### src/rtl/video_scroll.sv
// rtl/video_scroll.sv - scroll/address register file with t/v/fine_x/w and the buffered CPU VRAM data port
module video_scroll (
  input  logic        I_clock,
  input  logic        I_reset,
  input  logic [7:0]  I_data,
  input  logic [7:0]  I_reg_wrrise,
  input  logic [7:0]  I_reg_rdfall,
  input  logic        I_inc_x,
  input  logic        I_inc_y,
  input  logic        I_copy_x,
  input  logic        I_copy_y,
  output logic [14:0] O_v,
  output logic [14:0] O_t,
  output logic [2:0]  O_fine_x,
  output logic        O_w,
  output logic [7:0]  O_rdbuf,
  output logic        O_vram_req,
  output logic        O_vram_we,
  output logic [13:0] O_vram_addr,
  output logic [7:0]  O_vram_wdata,
  input  logic        I_vram_ack,
  input  logic [7:0]  I_vram_rdata,
  output logic        O_busy
);

  typedef enum logic [1:0] {IDLE, WR_WAIT, RD_WAIT} state_e;

  state_e      state_q, state_d;
  logic [14:0] v_q, v_d, t_q, t_d;
  logic [2:0]  fine_x_q, fine_x_d;
  logic        w_q, w_d, inc32_q, inc32_d;
  logic [7:0]  rdbuf_q, rdbuf_d, wdata_q, wdata_d;
  logic [13:0] addr_q, addr_d;

  logic ctrl_wr, stat_rd, scrl_wr, addr_wr, data_wr, data_rd, ack_inc;
  logic [14:0] step, v_inc_x, v_inc_y;
  logic unused_strobes;

  assign ctrl_wr = I_reg_wrrise[0];
  assign stat_rd = I_reg_rdfall[2];
  assign scrl_wr = I_reg_wrrise[5];
  assign addr_wr = I_reg_wrrise[6];
  assign data_wr = I_reg_wrrise[7];
  assign data_rd = I_reg_rdfall[7];
  assign unused_strobes = ^{I_reg_wrrise[4:1], I_reg_rdfall[6:3], I_reg_rdfall[1:0]};

  assign step = inc32_q ? 15'd32 : 15'd1;

  // Coarse X wraps into the horizontal nametable select bit
  always_comb begin
    v_inc_x = v_q;
    if (v_q[4:0] == 5'd31) begin
      v_inc_x[4:0] = 5'd0;
      v_inc_x[10] = ~v_q[10];
    end else begin
      v_inc_x[4:0] = v_q[4:0] + 5'd1;
    end
  end

  // Row 29 is the last visible tile row; rows 30/31 wrap without a nametable switch
  always_comb begin
    v_inc_y = v_q;
    if (v_q[14:12] != 3'd7) begin
      v_inc_y[14:12] = v_q[14:12] + 3'd1;
    end else begin
      v_inc_y[14:12] = 3'd0;
      if (v_q[9:5] == 5'd29) begin
        v_inc_y[9:5] = 5'd0;
        v_inc_y[11] = ~v_q[11];
      end else if (v_q[9:5] == 5'd31) begin
        v_inc_y[9:5] = 5'd0;
      end else begin
        v_inc_y[9:5] = v_q[9:5] + 5'd1;
      end
    end
  end

  always_comb begin
    state_d  = state_q;
    t_d      = t_q;
    fine_x_d = fine_x_q;
    w_d      = w_q;
    inc32_d  = inc32_q;
    rdbuf_d  = rdbuf_q;
    addr_d   = addr_q;
    wdata_d  = wdata_q;
    ack_inc  = 1'b0;

    if (ctrl_wr) begin
      t_d[11:10] = I_data[1:0];
      inc32_d    = I_data[2];
    end
    if (stat_rd) w_d = 1'b0;
    if (scrl_wr) begin
      if (!w_q) begin
        t_d[4:0] = I_data[7:3];
        fine_x_d = I_data[2:0];
        w_d      = 1'b1;
      end else begin
        t_d[14:12] = I_data[2:0];
        t_d[9:5]   = I_data[7:3];
        w_d        = 1'b0;
      end
    end
    if (addr_wr) begin
      if (!w_q) begin
        t_d[13:8] = I_data[5:0];
        t_d[14]   = 1'b0;
        w_d       = 1'b1;
      end else begin
        t_d[7:0] = I_data;
        w_d      = 1'b0;
      end
    end

    case (state_q)
      IDLE: begin
        if (data_wr) begin
          addr_d  = v_q[13:0];
          wdata_d = I_data;
          state_d = WR_WAIT;
        end else if (data_rd) begin
          addr_d  = v_q[13:0];
          state_d = RD_WAIT;
        end
      end
      WR_WAIT, RD_WAIT: begin
        if (I_vram_ack) begin
          ack_inc = 1'b1;
          if (state_q == RD_WAIT) rdbuf_d = I_vram_rdata;
          state_d = IDLE;
        end
      end
      default: state_d = IDLE;
    endcase

    v_d = v_q;
    if (addr_wr && w_q)  v_d = {t_q[14:8], I_data};
    else if (ack_inc)    v_d = v_q + step;
    else if (I_copy_y)   v_d = {t_q[14:11], v_q[10], t_q[9:5], v_q[4:0]};
    else if (I_copy_x)   v_d = {v_q[14:11], t_q[10], v_q[9:5], t_q[4:0]};
    else if (I_inc_y)    v_d = v_inc_y;
    else if (I_inc_x)    v_d = v_inc_x;
  end

  always_ff @(posedge I_clock or posedge I_reset) begin
    if (I_reset) begin
      state_q  <= IDLE;
      v_q      <= '0;
      t_q      <= '0;
      fine_x_q <= '0;
      w_q      <= 1'b0;
      inc32_q  <= 1'b0;
      rdbuf_q  <= '0;
      addr_q   <= '0;
      wdata_q  <= '0;
    end else begin
      state_q  <= state_d;
      v_q      <= v_d;
      t_q      <= t_d;
      fine_x_q <= fine_x_d;
      w_q      <= w_d;
      inc32_q  <= inc32_d;
      rdbuf_q  <= rdbuf_d;
      addr_q   <= addr_d;
      wdata_q  <= wdata_d;
    end
  end

  assign O_v          = v_q;
  assign O_t          = t_q;
  assign O_fine_x     = fine_x_q;
  assign O_w          = w_q;
  assign O_rdbuf      = rdbuf_q;
  assign O_vram_req   = (state_q != IDLE);
  assign O_vram_we    = (state_q == WR_WAIT);
  assign O_busy       = (state_q != IDLE);
  assign O_vram_addr  = addr_q;
  assign O_vram_wdata = wdata_q;

endmodule

### config.mk
export PLATFORM = sky130hd
export DESIGN_NAME = video_scroll
export DESIGN_NICKNAME = d
export VERILOG_FILES = /design/src/rtl/video_scroll.sv
export SDC_FILE = /design/constraint.sdc
export NUM_CORES = 1
export LEC_CHECK = 0
export CORE_AREA = 4 4 118 120
export DETAILED_ROUTE_END_ITERATION = 12
export DIE_AREA = 0 0 122 124
export PLACE_DENSITY = 0.66
export SLEW_MARGIN = 20
export SYNTH_ARGS = -nofsm -noshare
export SYNTH_HDL_FRONTEND = slang
export SYNTH_SLANG_ARGS = --single-unit
### constraint.sdc
create_clock -name I_clock -period 3.6 [get_ports I_clock]
set_input_delay 0.54 -clock I_clock [delete_from_list [all_inputs] [get_ports I_clock]]
set_output_delay 0.54 -clock I_clock [all_outputs]
set_load 0.005 [all_outputs]
# == Word-level counts from Yosys, hierarchy flattened ==
# Index checks and enable logic that the tools add are counted.
# W data, S select, Z words.
# word_totals
regBits,67
input_bits,39
output_inout_bits,67
word_cells,88
# op_classes
addsub,4
eq_ne,12
mux,36
bitwise_logic,3
reduce_logical,20
# ops
op,n
$mux W15,6
$mux W5,6
$mux W14,2
$reduce_bool A4 Y1,4
$add A15 B6 Y15,1
$eq A5 B5 Y1 const B,3
$mux W11,1
$add A5 B1 Y5 const B,2
$mux W10,1
$reduce_and A2 Y1,5
$mux W1,9
$mux W3,3
$reduce_and A3 Y1,3
$mux W2,4
$mux W8,1
$ne A4 B1 Y1 const B,2
$reduce_and A4 Y1,2
$mux W7,1
$mux W6,1
$ne A3 B3 Y1 const B,2
$ne A4 B3 Y1 const B,1
$pmux W2 S2,1
$reduce_bool A2 Y1,2
$add A3 B1 Y3 const B,1
other kinds (9),11

# == Logic depth before layout (Yosys ltp) ==
# logic_depth
depth_word,9
mapped_depth,8
ltp_nobuf,8

# == Least setup slack after synthesis ==
# No wires, ideal clock.
# synth_timing
path_kind,register to register
startpoint,reg v_q[5] (netlist: O_v[5])
endpoint,reg v_q[7] (netlist: O_v[7])
setup_time_ns,0.095
arrival_time_ns,1.828
t_required_ns,3.505
setup_slack_ns,1.676
path_stages_with_launch,9
n_path_buf,0
synth_period_minus_slack_ns,1.924
cell_sequence,dfrtp_1 > ha_1 > and3_1 > ha_1 > nor3b_2 > nand3_1 > o311ai_1 > a21oi_1 > o31ai_1
# synth_via
elab_chain_cells,9
elab_cells_between_ends,12
classes_between,add/sub: 2; eq/ne: 2; mux: 8
# synth_rtl
item,line,source
from (decl),29,"logic [14:0] v_q, v_d, t_q, t_d;"
from (signal assigned),159,v_q <= v_d;
$add A5 B1 Y5 / $eq A5 B5 Y1 (equally long branches),"73, 70",
$mux W5,70,end else if (v_q[9:5] == 5'd31) begin
$mux W5,67,if (v_q[9:5] == 5'd29) begin
$mux W5,63,if (v_q[14:12] != 3'd7) begin
$mux W15,142,else if (I_inc_y) v_d = v_inc_y;
$mux W15,141,"else if (I_copy_x) v_d = {v_q[14:11], t_q[10], v_q[9:5], t_q[4:0]};"
$mux W15,140,"else if (I_copy_y) v_d = {t_q[14:11], v_q[10], t_q[9:5], v_q[4:0]};"
$mux W15 (*),139,else if (ack_inc) v_d = v_q + step;
$mux W15 (*),138,"if (addr_wr && w_q) v_d = {t_q[14:8], I_data};"
# Every way passes the cells marked *; elsewhere a longest branch is shown, timed or not. The select of a mux whose other input is x is not followed.
# A chain may end at the register's enable or synchronous reset.

# == Worst setup path after layout ==
# layout_timing
startpoint,in I_reg_wrrise[6]
endpoint,reg v_q[14] (netlist: O_v[14])
# layout_via
elab_chain_cells,3
elab_cells_between_ends,5
classes_between,eq/ne: 1; mux: 1; reduce/logical: 3
# layout_rtl
item,line,source
from (decl),6,"input logic [7:0] I_reg_wrrise,"
$logic_and A1 B1 Y1 (*),138,
$ne A4 B1 Y1 (no source line) / $reduce_bool A4 Y1 (equally long branches),--,
$reduce_and A2 Y1 (no source line),--,
# Every way passes the cells marked *; elsewhere a longest branch is shown, timed or not.

==> impl_metrics.env <==
export IMPL_outcome="complete, no violations"
export IMPL_dp_cells=641
export IMPL_via_per_inst=5.18
export IMPL_post_cts_setup_buffers=0
export IMPL_ys_ff_latch=67
export IMPL_wl_per_cell_um=18.0
export IMPL_synthesis_area_um2=3820
export IMPL_ctsResizeCount=0
export IMPL_synth_yosys_warnings=0
export IMPL_period_share_pct=63.9
export IMPL_grt_pass1_vias=3401
export IMPL_cp_slowest_cell="clkdlybuf4s50_1"
export IMPL_ys_types=57
export IMPL_hold_viol=0
export IMPL_final_min_clock_period_ns=2.30
export IMPL_dieArea_um2=15100
export IMPL_yosys_area_share_simple_pct=14.4
export IMPL_antenna_cells=0
export IMPL_max_freq_ghz=0.435
export IMPL_p_per_area_nw_per_um2=792
export IMPL_vdd_ir_drop_max_v=0.000362
export IMPL_slowest_delay_ns=0.70
export IMPL_busiest_layer="met2"
export IMPL_die_y_um=124
export IMPL_ys_flop_type="dfrtp_1"
export IMPL_rsz0062_at_grt="false"
export IMPL_hp_class="reg2reg"
export IMPL_drv_cap=0
export IMPL_nets=528
export IMPL_worstPathCellList="clkdlybuf4s50_1 > nand2_1 > nand2_1 > o21ai_0 > or3_1"
export IMPL_wirelength_um=11800
export IMPL_synth_nets=440
export IMPL_num_rows=42
export IMPL_synth_top_family_by_area="compound AO/OA/AOI/OAI gates"
export IMPL_cts_made_buffers=9
export IMPL_syn_inst=388
export IMPL_grt_use_met2_pct=26.3
export IMPL_whs_ns=0.473
export IMPL_initial_core_util_pct=29.4
export IMPL_numPortBuffers=95
export IMPL_synthXorXnorAreaFrac_pct=2.52
export IMPL_gp_congestion=0.861
export IMPL_clock_skew_ns=0.00946
export IMPL_ios=106
export IMPL_cts_hold_buf=0
export IMPL_synth_edf_count=0
export IMPL_drt_initial_drc_count=234
export IMPL_drcViolationCount=0
export IMPL_slew_headroom_pct=53.8
export IMPL_ant_nets=0
export IMPL_syn_area_per_cell_um2=9.84
export IMPL_synth_fa_ha_area_share_pct=4.26
export IMPL_cp_max_fo=18
export IMPL_grt_pass1_wl_um=18900
export IMPL_grt_ovfl_total=0
export IMPL_tightest_slew_ns=0.693
export IMPL_die_w_um=122
export IMPL_clockBufferDepth=2
export IMPL_grt_util_all_layers_pct=16.2
export IMPL_core_area_um2=13000
export IMPL_grt_start_max_net_pins=34
export IMPL_drive_above_1_share_pct=13.1
export IMPL_antenna_found_initial=0
export IMPL_synth_top_area_share_pct=43.9
export IMPL_synthTopCellsByArea="dfrtp_1 44%, mux2_2 9.1%, o21ai_0 4.9%"
export IMPL_clk_latency_ns=0.33
export IMPL_areaGrowthSynthToFinish_pct=37.4
export IMPL_instances_no_fill=657
export IMPL_htree_levels=3
export IMPL_slew_violations=0
export IMPL_groute_layer_met1_usage_pct=21.2
export IMPL_setup_viol=0
export IMPL_grtUsageMet3_pct=4.59
export IMPL_critPathCaptureType="flip-flop"
export IMPL_firstDrtPassIters=5
export IMPL_crit_type="in2reg"
export IMPL_fin_setup_tns_ns=0
export IMPL_cts_tree="done"
export IMPL_vias=3404
export IMPL_worstSetupStartpointType="input pin"
export IMPL_leakagePower_nw=2.15
export IMPL_ys_seq_area_share_pct=43.9
export IMPL_root_buffer="clkbuf_16"
export IMPL_arrival_ns=2.52
export IMPL_dp_final_hpwl_um=8820
export IMPL_synth_compound_area_share_pct=18.9
export IMPL_cp_required_ns=3.81
export IMPL_path_clk_slew_ns=0.06
export IMPL_synthArstFlopShare_pct=100
export IMPL_clkSinkCount=67
export IMPL_path_common_cell="nand2_1"
export IMPL_yosysTopAreaCell="dfrtp_1"
export IMPL_synth_mux_area_share_pct=11.5
[registers in the layout (all words and copies together), names as in the netlist]
name,count
O_v,15
O_w,1
O_t,15
O_vram_addr,14
inc32_q,1
O_fine_x,3
O_vram_wdata,8
O_rdbuf,8
state_q,2
[cell usage in the layout, fill, tap and decap left out, types with 3 or more instances in the layout]
| cell | instances |
|---|---|
| nand4_1 | 5 |
| nor2b_1 | 6 |
| inv_1 | 11 |
| a21oi_1 | 21 |
| o22ai_1 | 9 |
| mux2i_1 | 8 |
| dfrtp_1 | 67 |
| ha_1 | 13 |
| xnor2_1 | 4 |
| mux2_2 | 31 |
| nand2_1 | 30 |
| clkbuf_16 | 9 |
| a22o_1 | 8 |
| buf_4 | 7 |
| nand3_1 | 14 |
| o21ai_0 | 36 |
| nand3b_1 | 3 |
| nor3_1 | 6 |
| nand2b_1 | 10 |
| o211ai_1 | 4 |
| xor2_1 | 7 |
| a211oi_1 | 4 |
| a31oi_1 | 7 |
| nor2_1 | 18 |
| o31ai_1 | 3 |
| clkdlybuf4s50_1 | 95 |
[per-stage QoR]
step | utilization [%] | power, mW | area, µm² | setup WS [ns]
after floorplan | - | 2.27 | 3820 | 1.38
after global placement | 37.9 | 3.17 | 4920 | 1.00
after detailed placement | 37.9 | 3.22 | 4920 | 0.972
after CTS | 40.4 | 4.21 | 5250 | 1.34
after global routing | 40.4 | 4.46 | 5250 | 1.15
final | 40.4 | 4.15 | 5250 | 1.30
[final timing paths]
check                                     start        endpoint  slack [ns]  cells past startpoint
worst max-delay path            I_reg_wrrise[6]         O_v[14]        1.30                      5
worst min-delay path             O_vram_addr[0]  O_vram_addr[0]        0.47                      2
worst max register to register           O_v[5]          O_v[7]        1.35                      8
worst min register to register   O_vram_addr[0]  O_vram_addr[0]        0.47                      2
max in group asynchronous               I_reset          O_v[8]        2.20                      3
min in group asynchronous               I_reset      O_rdbuf[5]        0.64                      2
[routing by layer]
layer / vias to the layer above / share of wire [%] / wire length (µm)
met5: - / 0 / 0
met4: 0 / 1.5 / 178
met3: 14 / 6.8 / 799
met2: 118 / 48 / 5720
met1: 1681 / 43 / 5110
li1: 1591 / - / -
[worst max-delay path, delay by kind of cell]
kind	cells	cell delay [ns]
AND/OR/NAND/NOR	3	1.15
AO/OA/AOI/OAI	1	0.12
buffers and inverters	1	0.70
[layout make-up]
type	count	area, µm²
Multi-Input combinational cell	283	1970
Clock buffer	11	243
Sequential cell	67	1680
Clock inverter	5	85.1
Fill cell	1293	7730
Inverter	13	48.8
Tap cell	176	220
Timing Repair Buffer	102	1000
[cell usage after synthesis (7+ instances only)]
library cell,number
a21oi_1,21
nand3_1,14
nand2b_1,10
mux2_2,31
nor2_1,18
inv_1,12
o22ai_1,9
xor2_1,7
ha_1,13
a31oi_1,7
mux2i_1,8
o21ai_0,37
nand2_1,30
a22o_1,8
buf_2,8
dfrtp_1,67
clkbuf_1,10
[cells by family (layout without fill, tap and decap cells)]
family | Yosys count | after routing
buf+inv | 38 | 131
compound gates | 113 | 113
flops | 67 | 67
fa+ha+maj | 13 | 13
mux | 40 | 40
simple gates | 106 | 106
xor+xnor | 11 | 11
[power by group]
part	total, mW	internal [mW]	switching (mW)
logic	1.77	1.02	0.748
clock network	0.965	0.629	0.336
registers	1.42	1.06	0.358
total	4.15	2.71	1.44
(Power assumes the default switching activity.)
